<file path="config.mk">
export PLATFORM = sky130hd
export DESIGN_NAME = mult_div_unit
export DESIGN_NICKNAME = d
export VERILOG_FILES = /design/src/rtl/mips_pkg.sv /design/src/rtl/mdu_datapath.sv /design/src/rtl/mult_div_unit.sv
export SDC_FILE = /design/constraint.sdc
export NUM_CORES = 1
export LEC_CHECK = 0
export CAP_MARGIN = 10
export CORE_MARGIN = 4
export CORE_UTILIZATION = 28
export CTS_CLUSTER_DIAMETER = 120
export DETAILED_ROUTE_END_ITERATION = 10
export MAX_ROUTING_LAYER = met4
export PLACE_DENSITY = 0.46
export SYNTH_ARGS = -nofsm -noshare
export SYNTH_HDL_FRONTEND = slang
export SYNTH_SLANG_ARGS = --single-unit
</file>
<file path="constraint.sdc">
create_clock -name clk -period 4.1 [get_ports clk]
set_input_delay 0.82 -clock clk [delete_from_list [all_inputs] [get_ports clk]]
set_output_delay 0.82 -clock clk [all_outputs]
set_load 0.05 [all_outputs]
</file>
<file path="src/rtl/mips_pkg.sv">
// rtl/mips_pkg.sv - shared constants and encodings for the multiply/divide unit
package mips_pkg;

   localparam int DATA_W = 32;
   localparam int CNT_W  = $clog2(DATA_W);

   typedef enum logic [1:0] {
      MDU_MULT  = 2'b00,
      MDU_MULTU = 2'b01,
      MDU_DIV   = 2'b10,
      MDU_DIVU  = 2'b11
   } mdu_op_e;

   typedef enum logic [1:0] {
      MDU_IDLE = 2'b00,
      MDU_RUN  = 2'b01,
      MDU_FIX  = 2'b10
   } mdu_state_e;

endpackage

</file>
<file path="src/rtl/mdu_datapath.sv">
// rtl/mdu_datapath.sv - shift-add / restoring-divide datapath holding HI/LO
module mdu_datapath
   import mips_pkg::*;
(
   input  logic              clk,
   input  logic              rst_n,
   input  logic              load_i,
   input  logic              iter_i,
   input  logic              fix_i,
   input  logic              mthi_i,
   input  logic              mtlo_i,
   input  logic [1:0]        op_i,
   input  logic [DATA_W-1:0] src_a_i,
   input  logic [DATA_W-1:0] src_b_i,
   input  logic [DATA_W-1:0] wr_data_i,
   output logic [DATA_W-1:0] hi_o,
   output logic [DATA_W-1:0] lo_o
);

   logic [2*DATA_W-1:0] acc_q, acc_d;
   logic [DATA_W-1:0]   b_q, b_d;
   logic [DATA_W-1:0]   hi_q, hi_d, lo_q, lo_d;
   logic                is_div_q, is_div_d;
   logic                neg_q_q, neg_q_d;
   logic                neg_r_q, neg_r_d;

   logic                signed_op, sa, sb;
   logic [DATA_W-1:0]   mag_a, mag_b;
   logic [DATA_W:0]     sum;
   logic [2*DATA_W:0]   sh;
   logic                ge;
   logic [DATA_W-1:0]   diff;
   logic [2*DATA_W-1:0] mul_next, div_next, prod;
   logic [DATA_W-1:0]   quo, rem;

   always_comb begin
      signed_op = (op_i == MDU_MULT) || (op_i == MDU_DIV);
      sa        = signed_op & src_a_i[DATA_W-1];
      sb        = signed_op & src_b_i[DATA_W-1];
      mag_a     = sa ? -src_a_i : src_a_i;
      mag_b     = sb ? -src_b_i : src_b_i;

      // Multiply: multiplier sits in acc low half and shifts out as the product shifts in.
      sum      = {1'b0, acc_q[2*DATA_W-1:DATA_W]} + {1'b0, b_q};
      mul_next = acc_q[0] ? {sum, acc_q[DATA_W-1:1]} : {1'b0, acc_q[2*DATA_W-1:1]};

      // Divide: true trial difference is below the divisor, so it fits in DATA_W bits.
      sh       = {acc_q, 1'b0};
      ge       = sh[2*DATA_W:DATA_W] >= {1'b0, b_q};
      diff     = sh[2*DATA_W-1:DATA_W] - b_q;
      div_next = ge ? {diff, sh[DATA_W-1:1], 1'b1} : sh[2*DATA_W-1:0];

      prod = neg_q_q ? -acc_q : acc_q;
      quo  = neg_q_q ? -acc_q[DATA_W-1:0] : acc_q[DATA_W-1:0];
      rem  = neg_r_q ? -acc_q[2*DATA_W-1:DATA_W] : acc_q[2*DATA_W-1:DATA_W];

      acc_d    = acc_q;
      b_d      = b_q;
      is_div_d = is_div_q;
      neg_q_d  = neg_q_q;
      neg_r_d  = neg_r_q;
      hi_d     = hi_q;
      lo_d     = lo_q;

      if (load_i) begin
         acc_d    = {{DATA_W{1'b0}}, mag_a};
         b_d      = mag_b;
         is_div_d = (op_i == MDU_DIV) || (op_i == MDU_DIVU);
         neg_q_d  = sa ^ sb;
         neg_r_d  = sa;
      end else if (iter_i) begin
         acc_d = is_div_q ? div_next : mul_next;
      end else if (fix_i) begin
         hi_d = is_div_q ? rem : prod[2*DATA_W-1:DATA_W];
         lo_d = is_div_q ? quo : prod[DATA_W-1:0];
      end else begin
         if (mthi_i) hi_d = wr_data_i;
         if (mtlo_i) lo_d = wr_data_i;
      end
   end

   always_ff @(posedge clk or negedge rst_n) begin
      if (!rst_n) begin
         acc_q    <= '0;
         b_q      <= '0;
         is_div_q <= 1'b0;
         neg_q_q  <= 1'b0;
         neg_r_q  <= 1'b0;
         hi_q     <= '0;
         lo_q     <= '0;
      end else begin
         acc_q    <= acc_d;
         b_q      <= b_d;
         is_div_q <= is_div_d;
         neg_q_q  <= neg_q_d;
         neg_r_q  <= neg_r_d;
         hi_q     <= hi_d;
         lo_q     <= lo_d;
      end
   end

   assign hi_o = hi_q;
   assign lo_o = lo_q;

endmodule

</file>
<file path="src/rtl/mult_div_unit.sv">
// rtl/mult_div_unit.sv - iterative MULT/DIV unit with HI/LO, busy and done
module mult_div_unit
   import mips_pkg::*;
(
   input  logic              clk,
   input  logic              rst_n,
   input  logic              start,
   input  logic [1:0]        op,
   input  logic [DATA_W-1:0] src_a,
   input  logic [DATA_W-1:0] src_b,
   input  logic              mthi,
   input  logic              mtlo,
   input  logic [DATA_W-1:0] wr_data,
   output logic [DATA_W-1:0] hi,
   output logic [DATA_W-1:0] lo,
   output logic              busy,
   output logic              done
);

   mdu_state_e       state_q;
   logic [CNT_W-1:0] cnt_q;
   logic             done_q;
   logic             idle, load, iter, fix;

   assign idle = (state_q == MDU_IDLE);
   assign load = idle & start;
   assign iter = (state_q == MDU_RUN);
   assign fix  = (state_q == MDU_FIX);

   always_ff @(posedge clk or negedge rst_n) begin
      if (!rst_n) begin
         state_q <= MDU_IDLE;
         cnt_q   <= '0;
         done_q  <= 1'b0;
      end else begin
         done_q <= 1'b0;
         case (state_q)
            MDU_IDLE: begin
               if (start) begin
                  state_q <= MDU_RUN;
                  cnt_q   <= '0;
               end
            end
            MDU_RUN: begin
               cnt_q <= cnt_q + 1'b1;
               if (cnt_q == CNT_W'(DATA_W - 1)) state_q <= MDU_FIX;
            end
            MDU_FIX: begin
               state_q <= MDU_IDLE;
               done_q  <= 1'b1;
            end
            default: state_q <= MDU_IDLE;
         endcase
      end
   end

   // Moves are only honoured in IDLE and lose to a simultaneous start.
   mdu_datapath u_datapath (
      .clk       (clk),
      .rst_n     (rst_n),
      .load_i    (load),
      .iter_i    (iter),
      .fix_i     (fix),
      .mthi_i    (idle & ~start & mthi),
      .mtlo_i    (idle & ~start & mtlo),
      .op_i      (op),
      .src_a_i   (src_a),
      .src_b_i   (src_b),
      .wr_data_i (wr_data),
      .hi_o      (hi),
      .lo_o      (lo)
   );

   assign busy = ~idle;
   assign done = done_q;

endmodule

</file>
==> PnR_summary.wiki, run 1 <==
{| class="wikitable"
! Metric !! Value
|-
| Placer Congestion || ~0.88
|-
| Clock root buffer || sky130_fd_sc_hd__clkbuf_16
|-
| Detailed Route Iter0 Violations || between 1,000 and 1,500
|-
| Worst reg2reg startpoint || u_datapath.acc_q[31]
|-
| Capture point of the critical path || u_datapath.acc_q[62]
|-
| Sequential group share of total power || between 20% and 30%
|-
| Final routed DRC violation total || 0
|-
| Startpoint types || flop
|-
| Post-layout net count || around 2,100
|-
| Warnings from Yosys || 0
|-
| Pwr Total || ~18 mW
|-
| PostCTS Resize Cnt || 0
|-
| Total nets after synthesis || 1,983
|-
| Most frequent standard cell in the layout excluding fill and tap cells || sky130_fd_sc_hd__nand2_1
|-
| Longest Clk Path Bufs || 2
|-
| H-tree depth || 4
|-
| Path depth of the worst reg2reg path || 13
|-
| Number of distinct library cells after synthesis || 93
|-
| Remaining number of nets flagged by the antenna check after routing || 0
|-
| CTS tree || built
|-
| Number of pins with negative max-slew slack in the final report || 0
|-
| Smallest hold slack || between 200 and 250 ps
|-
| Number of standard cells in the final layout excluding fillers || 2,631
|-
| Most frequent cells in the layout || sky130_fd_sc_hd__nand2_1 (209), sky130_fd_sc_hd__dfrtp_1 (170), sky130_fd_sc_hd__clkdlybuf4s50_1 (167)
|-
| Share of the yosys chip area belonging to registers || a little under 30%
|-
| Max-cap viol count || 0
|-
| Req. time, crit path || 4510 ps
|-
| Final instance area || around 0.018 sq mm
|-
| Final hold viol count || 0
|-
| Number of sinks handled by clock tree synthesis || 171
|-
| Reg2Reg Capture Point || u_datapath.acc_q[62]
|-
| Placed wire-length estimate after detailed placement || 43,900 um
|-
| Transition time at the pin with the least slew margin || ~990 ps
|-
| Fraction of power spent switching nets || between 50% and 60%
|-
| DR WL/cell || around 21 um
|-
| Hold Buf Count CTS || 0
|-
| Minimum setup slack in the final design || approximately 410 ps
|-
| Effective utilization at floorplan || 28.5%
|-
| Via total after detailed routing || roughly 14,000
|-
| CP Class || flop to flop
|-
| Setup_tns || 0 ps
|-
| Die height || 237 um
|-
| Type of the most critical hold path || primary input to asynchronous set/reset pin
|-
| Period Utilization, post-route || approximately 90%
|-
| Number of flops mapped to enable cells by yosys || 0
|-
| RSZ-0062 raised after global routing || no
|-
| Worst slew margin || between 30% and 40%
|-
| Post-synthesis register bit count || 171
|-
| Worst setup startpoint || u_datapath.acc_q[31]
|-
| Upper clock frequency limit || about 270 MHz
|-
| Outcome || complete, no violations
|-
| Die Area || between 0.05 and 0.06 sq mm
|-
| Synthesized area per cell || roughly 8.1 sq um
|-
| Worst ir drop on vdd || 0.000534 V
|-
| Post-synthesis instance area || 0.0147 sq mm
|-
| Die span in x || around 240 um
|-
| Row Count || between 80 and 90
|-
| Setup Slack @ Placement || around 230 ps
|-
| I/O pins || around 170
|-
| Pin count of the biggest net entering global routing || 61
|-
| Antenna violations before repair || 1
|-
| Leak || 6.93 nW
|-
| Number of cells in the design after placement || around 2,600
|-
| Floorplan core area || between 0.05 and 0.06 sq mm
|-
| Data arrival time of the critical path || 4100 ps
|-
| Final global-route overflow total || 0
|-
| Final Critical Period || roughly 3700 ps
|-
| Share of total power in combinational logic || approximately 70%
|-
| Synthesized netlist cell count || roughly 1,800
|-
| Vias per inst || 5.35
|-
| Number of clock buffers inserted by TritonCTS || 17
|-
| Slack of the worst reg-to-reg path || 410 ps
|-
| Router iterations before antenna repair || 5
|-
| Cell area after placement || roughly 0.017 sq mm
|-
| Post-CTS Setup Inserts || 0
|-
| Number of global-route vias before repair || around 14,000
|-
| Insertion delay of the later-clocked pin in the worst-skew pair || approximately 520 ps
|-
| Clock power frac || 9.6%
|-
| Clock Pin Slew Worst Setup and Hold Paths || 80 ps
|-
| Combined global-route utilization of all metal layers || slightly above 20%
|-
| First-pass GRT wire length || approximately 86,000 um
|-
| Internal Dissipation || roughly 8.5 mW
|-
| Share of synthesized registers carrying an async set or reset || between 90% and 100%
|-
| Maximum clock skew at final layout || approximately 22 ps
|-
| Pwr per Cell Area || between 900 and 1000 mW/mm^2
|-
| Count of port buffers added during placement || between 150 and 200
|-
| Crit. End Element || flop
|-
| Setup Viol. Count Final || 0
|-
| Proportion of layout cells with a drive suffix above 1 || approximately 8%
|-
| Area added between synthesis and finish || 21.4%
|-
| Post-layout utilization of the core || 34.6%
|-
| Switching power || roughly 9.4 mW
|-
| Prevailing post-synth register cell || sky130_fd_sc_hd__dfrtp_1
|-
| Drt total wl || around 56,000 um
|-
| Largest driver fanout on the critical path || 6
|}
[cell families after synthesis]
logic type | synth area share (%)
AOI/OAI and AO/OA | 25.9
xor gates and xnor gates | 9.90
adders and majority gates | 6.23
buffers and inverters | 5.12
DFF | 29.1
muxes | 5.88
and+or+nand+nor | 17.8
[metal layers]
metal  vias to the layer above  global-route usage, %  routed length (um)  share of wire, %
li1                       6868                      -                   -                 -
met1                      6805                   28.2               27400                49
met2                       360                   30.8               25100                44
met3                        47                   3.35                2900               5.1
met4                         0                   5.36                1050               1.9
met5                         -                      -                   0                 0
[registers in the layout (all words and copies together), names as in the netlist]
signal	count
cnt_q	5
done	1
state_q	2
u_datapath.acc_q	64
u_datapath.b_q	32
u_datapath.hi_o	32
u_datapath.is_div_q	1
u_datapath.lo_o	32
u_datapath.neg_q_q	1
u_datapath.neg_r_q	1
[critical path, cell delays in order (launching register included)]
cell and delay, ps:
sky130_fd_sc_hd__dfrtp_1 450, sky130_fd_sc_hd__inv_1 130, sky130_fd_sc_hd__ha_1 180, sky130_fd_sc_hd__inv_1 60, sky130_fd_sc_hd__fa_1 390, sky130_fd_sc_hd__a21o_1 200
sky130_fd_sc_hd__a221oi_1 330, sky130_fd_sc_hd__o21ai_0 240, sky130_fd_sc_hd__a41oi_1 400, sky130_fd_sc_hd__o211a_1 250, sky130_fd_sc_hd__o211ai_1 190, sky130_fd_sc_hd__a311oi_1 440
sky130_fd_sc_hd__nor3_1 100, sky130_fd_sc_hd__a211oi_1 240
[worst min path at each step]
stage	to	slack [ps]	cells past startpoint
after global routing	u_datapath.hi_o[18]	270	1
after detailed placement	cnt_q[3]	480	1
after floorplan	cnt_q[3]	450	1
final	u_datapath.hi_o[18]	240	1
after global placement	u_datapath.hi_o[8]	460	2
after CTS	u_datapath.hi_o[25]	240	1
[synth_stat cells, types with 9 or more instances]
master,count,area [sq um]
sky130_fd_sc_hd__a211oi_1,20,150
sky130_fd_sc_hd__a21o_1,31,233
sky130_fd_sc_hd__a21oi_1,141,706
sky130_fd_sc_hd__a22o_1,13,114
sky130_fd_sc_hd__a22oi_1,14,105
sky130_fd_sc_hd__a31oi_1,22,138
sky130_fd_sc_hd__and2_1,9,56.3
sky130_fd_sc_hd__and3_1,12,75.1
sky130_fd_sc_hd__buf_1,14,52.6
sky130_fd_sc_hd__clkbuf_1,96,360
sky130_fd_sc_hd__dfrtp_1,171,4280
sky130_fd_sc_hd__ha_1,70,876
sky130_fd_sc_hd__inv_1,67,251
sky130_fd_sc_hd__mux2_2,21,236
sky130_fd_sc_hd__mux2i_1,60,601
sky130_fd_sc_hd__nand2_1,209,785
sky130_fd_sc_hd__nand2b_1,16,100
sky130_fd_sc_hd__nand3_1,44,220
sky130_fd_sc_hd__nand4_1,12,75.1
sky130_fd_sc_hd__nor2_1,95,357
sky130_fd_sc_hd__nor2b_1,21,131
sky130_fd_sc_hd__nor3_1,30,150
sky130_fd_sc_hd__nor4_1,9,56.3
sky130_fd_sc_hd__o211ai_1,30,225
sky130_fd_sc_hd__o21a_1,11,82.6
sky130_fd_sc_hd__o21ai_0,157,786
sky130_fd_sc_hd__o21ai_1,9,45.0
sky130_fd_sc_hd__o221ai_1,12,105
sky130_fd_sc_hd__o22ai_1,27,169
sky130_fd_sc_hd__o31ai_1,28,210
sky130_fd_sc_hd__o41ai_1,12,105
sky130_fd_sc_hd__or3_1,16,100
sky130_fd_sc_hd__or4_1,13,97.6
sky130_fd_sc_hd__xnor2_1,116,1020
sky130_fd_sc_hd__xor2_1,50,438
[power groups by stage]
| stage | clock, mW | combinational [mW] | sequential [mW] |
|---|---|---|---|
| 4_1_cts | 1.77 | 12.4 | 3.61 |
| 5_1_grt | 1.82 | 13.7 | 3.76 |
| 3_3_place_gp | 0 | 12.3 | 3.62 |
| 6_report | 1.71 | 12.5 | 3.63 |
| 3_5_place_dp | 0 | 12.4 | 3.65 |
| 2_1_floorplan | 0 | 8.15 | 4.18 |
[cell type report]
cell class              instances  area, sq um
diodes                          2         5.00
clock buffers                  17          425
clock inverters                15          163
fillers                      5464        33800
inverters                      69          259
multi-input cells            1447         9680
flip-flops and latches        171         4280
well taps                     680          851
repair buffers                230         2170
No activity file was read; power rests on OpenSTA's default activity.
==> inputs of run 2 (changes only) <==
ABC_AREA = 1   (was unset)
PLACE_DENSITY = 0.45   (was 0.46)
SKIP_CTS_REPAIR_TIMING = 1   (was unset)
==> PnR_summary.wiki, run 2 <==
{| class="wikitable"
! Metric !! Value
|-
| CTS tree || built
|-
| Combined global-route utilization of all metal layers || 25.9% (+5.6 points)
|-
| Most frequent cells after synthesis || sky130_fd_sc_hd__nand2_1 (892), sky130_fd_sc_hd__inv_1 (395), sky130_fd_sc_hd__nor2_1 (330)
|-
| Most frequent cells in the layout || sky130_fd_sc_hd__nand2_1 (891), sky130_fd_sc_hd__inv_1 (394), sky130_fd_sc_hd__nor2_1 (328)
|-
| Share of the yosys chip area belonging to registers || 24.6% (-4.5 points)
|-
| Area added between synthesis and finish || 19.1%
|-
| Startpoint types || flop
|-
| Die span in x || 257 um (+8.5%)
|-
| Die height || 257 um (+8.5%)
|-
| Die Area || 0.0662 sq mm (+18%)
|-
| Type of the most critical hold path || primary input to asynchronous set/reset pin
|-
| Cell area after placement || 0.0201 sq mm (+16%)
|-
| Floorplan core area || 0.0616 sq mm (+19%)
|-
| Final Critical Period || 3050 ps (-636 ps)
|-
| Longest Clk Path Bufs || 2 (unchanged)
|-
| Worst ir drop on vdd || 0.000429 V (-20%)
|-
| DR WL/cell || 21.6 um (+0.56%)
|-
| Prevailing post-synth register cell || sky130_fd_sc_hd__dfrtp_1
|-
| RSZ-0062 raised after global routing || no
|-
| Via total after detailed routing || 20,300 (+44%)
|-
| Pwr per Cell Area || 1020 mW/mm^2 (+2.2%)
|-
| Placed wire-length estimate after detailed placement || 69,200 um (+58%)
|-
| Clock root buffer || sky130_fd_sc_hd__clkbuf_16
|-
| Pin count of the biggest net entering global routing || 75 (+23%)
|-
| Final routed DRC violation total || 0 (unchanged)
|-
| Synthesized area per cell || 5.84 sq um (-28%)
|-
| Upper clock frequency limit || 328 MHz (+21%)
|-
| Insertion delay of the later-clocked pin in the worst-skew pair || 520 ps (about the same)
|-
| Number of distinct library cells after synthesis || 50 (-46%)
|-
| Period Utilization, post-route || 74.5% (-16 points)
|-
| Global-route met1 utilization || 38.8% (+11 points)
|-
| Warnings from Yosys || 0 (unchanged)
|-
| Post-layout net count || 3,284 (+56%)
|-
| First-pass GRT wire length || 126,000 um (+46%)
|-
| Most heavily used metal layer in global routing || met1
|-
| Count of port buffers added during placement || 168 (unchanged)
|-
| Max-cap viol count || 0 (unchanged)
|-
| Top reg by flops || u_datapath.acc_q
|-
| Synthesized netlist cell count || 2,978 (+65%)
|-
| Cell with the most instances after synthesis || sky130_fd_sc_hd__nand2_1
|-
| Transition time at the pin with the least slew margin || 1040 ps (+51.6 ps)
|-
| Router iterations before antenna repair || 7 (+2)
|-
| Global routing met2 resource utilization || 37.6% (+6.8 points)
|-
| Area of combinational cells with multiple inputs || 0.0112 sq mm (+16%)
|-
| Placer Congestion || 0.964 (+9.0%)
|-
| H-tree depth || 4 (unchanged)
|-
| Effective utilization at floorplan || 28.2% (-0.23 points)
|-
| Final hold viol count || 0 (unchanged)
|-
| Share of synthesized registers carrying an async set or reset || 100% (unchanged)
|-
| Detailed Route Iter0 Violations || 1,795 (+55%)
|-
| Drt total wl || 85,400 um (+51%)
|-
| Final instance area || 0.0207 sq mm (+16%)
|-
| Number of flops mapped to enable cells by yosys || 0 (unchanged)
|-
| Cell type with the highest aggregate area in the netlist || sky130_fd_sc_hd__dfrtp_1
|-
| Largest register FFs || 64 (unchanged)
|-
| Synth top area share || 24.6% (-4.5 points)
|-
| Clock Pin Slew Worst Setup and Hold Paths || 100 ps (+20 ps)
|-
| Pwr Total || 21.1 mW (+19%)
|-
| Req. time, crit path || 4470 ps (-40 ps)
|-
| Leak || 9.85 nW (+42%)
|-
| Worst slew margin || 30.6% (-3.5 points)
|-
| Path depth of the worst reg2reg path || 12 (-1)
|-
| Cell types with the largest area share after synthesis || sky130_fd_sc_hd__dfrtp_1 (25%), sky130_fd_sc_hd__nand2_1 (19%), sky130_fd_sc_hd__nand3_1 (8.9%)
|-
| Setup_tns || 0 ps (unchanged)
|-
| Total nets after synthesis || 3,153 (+59%)
|-
| Number of clock buffers inserted by TritonCTS || 17 (unchanged)
|-
| Setup Viol. Count Final || 0 (unchanged)
|-
| Number of pins with negative max-slew slack in the final report || 0 (unchanged)
|-
| Most frequent standard cell in the layout excluding fill and tap cells || sky130_fd_sc_hd__nand2_1
|-
| I/O pins || 169 (unchanged)
|-
| Filler cell count in the final layout || 6,929 (+27%)
|-
| Antenna violations before repair || 1 (unchanged)
|-
| Final global-route overflow total || 0 (unchanged)
|-
| Maximum clock skew at final layout || 26.6 ps (+4.53 ps)
|-
| Largest driver fanout on the critical path || 24 (+18)
|-
| Remaining number of nets flagged by the antenna check after routing || 0 (unchanged)
|-
| Proportion of layout cells with a drive suffix above 1 || 4.13% (-3.9 points)
|-
| Crit. End Element || flop
|-
| Outcome || complete, no violations
|-
| Number of global-route vias before repair || 18,800 (+37%)
|-
| Post-synthesis register bit count || 171 (unchanged)
|-
| Data arrival time of the critical path || 3420 ps (-680 ps)
|-
| Sequential cell area || 0.00428 sq mm (about the same)
|-
| Vias per inst || 5.13 (-4.1%)
|-
| Met3 Resource Use GR || 3.25% (-0.11 points)
|-
| Post-synthesis instance area || 0.0174 sq mm (+18%)
|-
| Row Count || 91 (+9.6%)
|-
| Number of sinks handled by clock tree synthesis || 171 (unchanged)
|-
| CP Class || flop to flop
|}
run 2: cell types whose count changed in the layout (fill, tap and decap cells not counted), sizes merged, moves of 28 or more:
cell   change
inv      +331
nand2    +693
nand3    +266
mux2i     -60
nor2     +241
o31ai     -28
xnor2    -101
a21o      -28
a21oi    +113
nand4     +40
run 2: final cells by class:
cell class              instances  area share (%)
flip-flops and latches        171            20.7
repair buffers                208            9.64
clock inverters                15            1.03
clock buffers                  17            2.05
well taps                     837            5.06
diodes                          1          0.0121
multi-input cells            2304            54.1
inverters                     407            7.38
run 2: final timing paths:
| kind | endpoint | startpoint | slack [ps] |
|---|---|---|---|
| worst max-delay path | u_datapath.acc_q[49] | u_datapath.acc_q[39] | 1050 |
| worst min-delay path | u_datapath.acc_q[59] | rst_n | 330 |
| worst max register to register | u_datapath.acc_q[49] | u_datapath.acc_q[39] | 1050 |
| worst min register to register | state_q[1] | state_q[1] | 490 |
| max in group asynchronous | u_datapath.b_q[6] | rst_n | 2860 |
| min in group clk | state_q[1] | state_q[1] | 490 |
run 2: worst max-delay path, cell delays in order, from the launching register on:
cell and delay (ps):
sky130_fd_sc_hd__dfrtp_1 580, sky130_fd_sc_hd__ha_1 490, sky130_fd_sc_hd__nand2_1 150, sky130_fd_sc_hd__nor2_1 240, sky130_fd_sc_hd__nand2_1 90, sky130_fd_sc_hd__nor2_1 140
sky130_fd_sc_hd__nand2_1 110, sky130_fd_sc_hd__nand2_2 120, sky130_fd_sc_hd__nor2_8 70, sky130_fd_sc_hd__nand2_8 220, sky130_fd_sc_hd__nand2_4 160, sky130_fd_sc_hd__o21ai_0 390
sky130_fd_sc_hd__o21ai_0 130
run 2: logic make-up (layout without fill, tap and decap cells):
kind of cell               count (synthesis)  count (layout)  share of synthesized area (%)
AOI/OAI and AO/OA                        502             502                           15.6
xor gates and xnor gates                  55              55                           2.77
adders and majority gates                 72              72                           5.27
buffers and inverters                    503             647                           11.1
DFF                                      171             171                           24.6
other                                      0               1                              0
and+or+nand+nor                         1675            1675                           40.7
run 2: power by group:
group	switching (mW)	internal, mW
clock	0.956	0.840
sequential	1.26	2.56
combinational	10.7	4.77
run 2: per-layer routing:
layer	vias to the layer above	part of all wire (%)
met5	-	0
met4	0	1.3
li1	9922	-
met3	57	6.0
met1	9678	50
met2	663	43
run 2: metrics by stage:
| step | std cells | setup WS, ps | hold WS (ps) | util (%) |
|---|---|---|---|---|
| 2_1_floorplan | 2978 | 1660 | 443 | - |
| 3_3_place_gp | 3927 | 848 | 474 | 32.6 |
| 3_5_place_dp | 3927 | 901 | 481 | 32.6 |
| 4_1_cts | 3959 | 1040 | 363 | 33.6 |
| 5_1_grt | 3960 | 847 | 386 | 33.6 |
| 6_report | 3960 | 1050 | 331 | 33.6 |
